--- src/rtl/alu_pkg.sv ---
// Shared definitions for the ALU request sequencer: opcodes, FSM encoding, default widths.
package alu_pkg;

    localparam int unsigned W_DEF   = 8;
    localparam int unsigned OPW_DEF = 4;

    localparam logic [3:0] OP_ADD = 4'd0;
    localparam logic [3:0] OP_SUB = 4'd1;
    localparam logic [3:0] OP_AND = 4'd2;
    localparam logic [3:0] OP_OR  = 4'd3;
    localparam logic [3:0] OP_XOR = 4'd4;

    typedef enum logic [1:0] {
        S_IDLE  = 2'd0,
        S_ISSUE = 2'd1,
        S_WAIT  = 2'd2,
        S_DONE  = 2'd3
    } state_t;

endpackage

--- src/rtl/alu_request_sequencer_rr_arbiter.sv ---
// Combinational round-robin arbiter: first set request scanning from ptr upward, wrapping mod NREQ.
module rr_arbiter
    import alu_pkg::*;
#(
    parameter int unsigned NREQ = 4,
    parameter int unsigned IDXW = 2
) (
    input  logic [NREQ-1:0] req,
    input  logic [IDXW-1:0] ptr,
    output logic [NREQ-1:0] win,
    output logic [IDXW-1:0] win_idx
);

    // Scan offsets from farthest to nearest so the nearest set request wins last.
    always_comb begin
        int unsigned j;
        j       = 0;
        win_idx = '0;
        for (int i = int'(NREQ) - 1; i >= 0; i--) begin
            j = (32'(ptr) + 32'(i)) % NREQ;
            if (req[j]) begin
                win_idx = IDXW'(j);
            end
        end
        win = (|req) ? (NREQ'(1) << win_idx) : '0;
    end

endmodule

--- src/rtl/alu_request_sequencer.sv ---
// Round-robin sharing of one fixed-latency ALU among NREQ requesters.
module alu_request_sequencer
    import alu_pkg::*;
#(
    parameter int unsigned NREQ    = 4,
    parameter int unsigned W       = W_DEF,
    parameter int unsigned OPW     = OPW_DEF,
    parameter int unsigned ALU_LAT = 2
) (
    input  logic              Clk,
    input  logic              Reset,
    input  logic [NREQ-1:0]   req,
    input  logic [NREQ*OPW-1:0] op_in,
    input  logic [NREQ*W-1:0] a_in,
    input  logic [NREQ*W-1:0] b_in,
    output logic [NREQ-1:0]   gnt,
    output logic [NREQ-1:0]   done,
    output logic [W-1:0]      result,
    output logic              zero,
    output logic              carry,
    output logic [OPW-1:0]    alu_op,
    output logic [W-1:0]      alu_a,
    output logic [W-1:0]      alu_b,
    output logic              alu_start,
    input  logic [W-1:0]      alu_y,
    input  logic              alu_c
);

    localparam int unsigned IDXW = (NREQ > 1) ? $clog2(NREQ) : 1;
    localparam int unsigned CW   = (ALU_LAT > 1) ? $clog2(ALU_LAT) : 1;

    state_t          state;
    logic [IDXW-1:0] ptr;
    logic [IDXW-1:0] cur;
    logic [CW-1:0]   cnt;
    logic [NREQ-1:0] win;
    logic [IDXW-1:0] win_idx;

    rr_arbiter #(
        .NREQ (NREQ),
        .IDXW (IDXW)
    ) u_arb (
        .req     (req),
        .ptr     (ptr),
        .win     (win),
        .win_idx (win_idx)
    );

    // Sequencer FSM: grant/latch, launch, wait latency, capture, acknowledge.
    always_ff @(posedge Clk) begin
        if (!Reset) begin
            state     <= S_IDLE;
            gnt       <= '0;
            done      <= '0;
            alu_start <= 1'b0;
            result    <= '0;
            zero      <= 1'b1;
            carry     <= 1'b0;
            alu_op    <= '0;
            alu_a     <= '0;
            alu_b     <= '0;
            ptr       <= '0;
            cur       <= '0;
            cnt       <= '0;
        end else begin
            case (state)
                S_IDLE: begin
                    done <= '0;
                    gnt  <= '0;
                    if (|req) begin
                        gnt    <= win;
                        cur    <= win_idx;
                        alu_op <= op_in[win_idx*OPW +: OPW];
                        alu_a  <= a_in[win_idx*W +: W];
                        alu_b  <= b_in[win_idx*W +: W];
                        state  <= S_ISSUE;
                    end
                end
                S_ISSUE: begin
                    alu_start <= 1'b1;
                    cnt       <= CW'(ALU_LAT - 1);
                    state     <= S_WAIT;
                end
                S_WAIT: begin
                    alu_start <= 1'b0;
                    if (cnt == '0) begin
                        result <= alu_y;
                        carry  <= alu_c;
                        zero   <= (alu_y == '0);
                        state  <= S_DONE;
                    end else begin
                        cnt <= cnt - CW'(1);
                    end
                end
                S_DONE: begin
                    // gnt is left untouched so done and gnt overlap for the pulse cycle.
                    done  <= gnt;
                    ptr   <= (cur == IDXW'(NREQ - 1)) ? '0 : cur + IDXW'(1);
                    state <= S_IDLE;
                end
                default: state <= S_IDLE;
            endcase
        end
    end

endmodule

--- config.mk ---
export PLATFORM = sky130hd
export DESIGN_NAME = alu_request_sequencer
export DESIGN_NICKNAME = d
export VERILOG_FILES = /design/src/rtl/alu_pkg.sv /design/src/rtl/alu_request_sequencer_rr_arbiter.sv /design/src/rtl/alu_request_sequencer.sv
export SDC_FILE = /design/constraint.sdc
export NUM_CORES = 1
export LEC_CHECK = 0
export ABC_AREA = 1
export CAP_MARGIN = 20
export CORE_UTILIZATION = 40
export CTS_CLUSTER_DIAMETER = 30
export DETAILED_ROUTE_END_ITERATION = 8
export MAX_ROUTING_LAYER = met4
export PLACE_DENSITY = 0.84
export SYNTH_ARGS = -nofsm -noshare
export SYNTH_HDL_FRONTEND = slang
export SYNTH_SLANG_ARGS = --single-unit
--- constraint.sdc ---
create_clock -name Clk -period 4 [get_ports Clk]
set_input_delay 0.4 -clock Clk [delete_from_list [all_inputs] [get_ports Clk]]
set_output_delay 0.4 -clock Clk [all_outputs]
set_load 0.02 [all_outputs]
==> metrics.json <==
{
  "status": {"value": "complete, but fails checks"},
  "violated_checks": {"value": "DRC"},
  "cts_num_sinks": {"value": 45},
  "share_of_synthesized_flip_flops_with_an_asynchronous_set_or_reset": {"value": 0, "unit": "%"},
  "grt_antenna_before_repair": {"value": 0},
  "power.density_cell_area": {"value": 606, "unit": "nW/µm²"},
  "combinationalPowerShare": {"value": 59.0, "unit": "%"},
  "dpl_cell_area": {"value": 3970, "unit": "µm²"},
  "drt-initial-drc-count": {"value": 190},
  "most_frequent_cell_after_synthesis": {"value": "nor2_1"},
  "place_hpwl": {"value": 5700, "unit": "µm"},
  "worstPathMaxFanout": {"value": 64},
  "finalClockSkew": {"value": 0.00591, "unit": "ns"},
  "design_area": {"value": 4060, "unit": "µm²"},
  "slew_violations": {"value": 0},
  "maximum_number_of_pins_on_one_net_before_global_route_repair": {"value": 65},
  "path_clk_slew": {"value": 0.09, "unit": "ns"},
  "antenna_violating_nets_left": {"value": 0},
  "post_cts_resize_count": {"value": 0},
  "end_kind": {"value": "flip-flop"},
  "power_frac_seq": {"value": 29.3, "unit": "%"},
  "power.static_leakage": {"value": 0.00177, "unit": "µW"},
  "cts.repair_timing.setup_buffer_count": {"value": 0},
  "synth_nets": {"value": 526},
  "placed_cells": {"value": 615},
  "std_cell_rows": {"value": 29},
  "synth_cells": {"value": 427},
  "synthFlopType": {"value": "dfxtp_1"},
  "avgRoutedWirePerCell": {"value": 12.7, "unit": "µm"},
  "p_switching": {"value": 1120, "unit": "µW"},
  "drt_pre_antenna_iters": {"value": 6},
  "critical_path_required": {"value": 4.19, "unit": "ns"},
  "num-fill-cells": {"value": 622},
  "worstPathArrival": {"value": 3.18, "unit": "ns"},
  "synth-seq-area-share": {"value": 33.4, "unit": "%"},
  "clock.fmax": {"value": 335, "unit": "MHz"},
  "maximum_ir_drop_on_the_vdd_rail": {"value": 279, "unit": "µV"},
  "power.internal": {"value": 1340, "unit": "µW"},
  "buffer_ports.inserted": {"value": 133},
  "sequential_cell_area": {"value": 901, "unit": "µm²"},
  "layout_min_cycle_time": {"value": 2.98, "unit": "ns"},
  "num-nets-final": {"value": 644},
  "grt_pass1_wl": {"value": 13300, "unit": "µm"},
  "cts_buffer_depth": {"value": 2},
  "top_post_synthesis_cells_by_area": {"value": "dfxtp_1 33%, nor2_1 15%, nand3_1 10%"},
  "cts_made_buffers": {"value": 5},
  "max_cap_violations": {"value": 0},
  "initial_core_util": {"value": 42.0, "unit": "%"},
  "post_synth_edffs": {"value": 0},
  "antenna-diode-count": {"value": 0},
  "max-slew-margin-rel": {"value": 45.5, "unit": "%"},
  "globalRouteOverflowTotal": {"value": 0},
  "totalWireLength": {"value": 7900, "unit": "µm"},
  "top_level_ports": {"value": 134},
  "ctsRootBufferMaster": {"value": "clkbuf_8"},
  "mappedNetlistArea": {"value": 2700, "unit": "µm²"},
  "share_of_layout_cells_above_drive_strength_1": {"value": 3.66, "unit": "%"},
  "synth_largest_type_area_fraction": {"value": 33.4, "unit": "%"},
  "synth.largest_area_cell": {"value": "dfxtp_1"},
  "switching_share": {"value": 45.4, "unit": "%"},
  "vias": {"value": 3191},
  "type_of_the_most_critical_hold_path": {"value": "reg2reg"},
  "syn-mean-instance-area": {"value": 6.32, "unit": "µm²"},
  "dieWidth": {"value": 84.1, "unit": "µm"},
  "die_y": {"value": 84.1, "unit": "µm"},
  "clk-insertion-delay-late": {"value": 0.30, "unit": "ns"},
  "setup.worst_path.start_class": {"value": "flip-flop"},
  "tot_gr_track_use": {"value": 23.7, "unit": "%"},
  "final_weighted_congestion_in_routability_driven_placement": {"value": 0.832},
  "hold_viol_final": {"value": 0},
  "core": {"value": 6420, "unit": "µm²"},
  "synth.lib_cells_used.distinct": {"value": 26},
  "crit_type": {"value": "reg2reg"},
  "worst_slew_pin_slew": {"value": 0.815, "unit": "ns"},
  "grt_pass1_vias": {"value": 3035},
  "design_power_total": {"value": 2460, "unit": "µW"},
  "p_clk_share": {"value": 11.7, "unit": "%"},
  "final-setup-viol-count": {"value": 0},
  "warning_count_from_the_yosys_run": {"value": 0},
  "timing.setup.tns": {"value": 0, "unit": "ns"},
  "synth_common_cells": {"value": "106 x nor2_1, 72 x nand2_1, 55 x nand3_1"},
  "htreeDepth": {"value": 2},
  "area_growth": {"value": 50.3, "unit": "%"},
  "layout.cells.non_filler": {"value": 623},
  "combined_area_of_the_multi_input_logic_cells": {"value": 1460, "unit": "µm²"},
  "synth.ff_latch_count": {"value": 45},
  "route.detailed.drc": {"value": 11},
  "floorplan.die_area": {"value": 7080, "unit": "µm²"},
  "finalCritPeriodShare": {"value": 74.6, "unit": "%"},
  "setup_repair_after_global_routing_missed_its_margin": {"value": "no"},
  "hold-worst-slack": {"value": 0.467, "unit": "ns"},
  "number_of_buffers_added_to_fix_hold_violations_after_cts": {"value": 0},
  "tritoncts": {"value": "yes"},
  "viasPerCell": {"value": 5.12}
}
final cells by class:
type | instances | share of cell area (%)
Multi-Input combinational cell | 316 | 35.9
Clock buffer | 5 | 1.70
Inverter | 40 | 3.70
Tap cell | 77 | 2.38
Timing Repair Buffer | 137 | 33.6
Clock inverter | 3 | 0.525
Sequential cell | 45 | 22.2
critical path, stage by stage, from the launching register on:
cell and delay (ns):
dfxtp_1 0.60, inv_1 0.20, nand2_1 0.15, nand3_1 0.10
nand2_1 0.08, clkinv_1 0.07, nand2_1 0.07, nand2_1 0.47
nand2_4 0.70, nand2_1 0.10, nand2_1 0.08, nor2_1 0.04
nor2_1 0.12, nor2_1 0.05
state kept, by name, indices dropped and copies added (netlist names), 4 cells and up:
register  flops
done          4
gnt           4
alu_op        4
alu_a         8
result        8
alu_b         8
final timing paths:
| check | start | to | slack [ns] | depth (start not counted) |
|---|---|---|---|---|
| max | ptr[0] | alu_op[3] | 1.02 | 13 |
| min | done[3] | done[3] | 0.47 | 2 |
| max reg2reg | ptr[0] | alu_op[3] | 1.02 | 13 |
| min reg2reg | done[3] | done[3] | 0.47 | 2 |
metal layers:
layer / share of wire (%) / vias up / GRT usage (%)
met3: 6.4 / 12 / 3.86
met4: 1.6 / 0 / 7.21
met1: 42 / 1451 / 27.1
met2: 50 / 110 / 42.3
li1: - / 1618 / -
met5: 0 / - / -
placed cells by master, fill, tap and decap left out:
cell type          n
a21oi_1           13
a21oi_4            1
a221oi_1           1
a22oi_1            1
buf_4              4
clkbuf_8           5
clkdlybuf4s50_1  133
clkinv_1           3
clkinv_2           1
clkinvlp_4         1
dfxtp_1           45
ha_1               4
inv_1             35
inv_2              2
inv_6              1
nand2_1           72
nand2_2            2
nand2_4            1
nand3_1           55
nand3_2            1
nand4_1           21
nor2_1           106
nor3_1             2
nor4_1             1
o211a_1            1
o21ai_0           33
o21ai_2            1
cell families (layout without fill, tap and decap cells):
logic type | Yosys count | after routing | synth area share [%]
compound gates | 51 | 51 | 10.4
fa+ha+maj | 4 | 4 | 1.86
buf+inv | 66 | 185 | 12.6
flops | 45 | 45 | 33.4
simple gates | 261 | 261 | 41.7
metrics by stage:
stage                     util [%]  worst slack, ns
after floorplan                  -             2.43
after global placement        61.7            0.961
after detailed placement      61.7            0.904
after CTS                     63.1             1.12
after global routing          63.1            0.676
final                         63.1             1.02
power groups by stage:
stage	logic [µW]	clock network [µW]	registers, µW
detailed placement	1450	0	725
floorplan	797	0	891
finish	1450	287	720
global route	1600	315	741
global placement	1420	0	722
CTS	1450	297	720
Note: power is estimated with default switching activity, not from simulation.
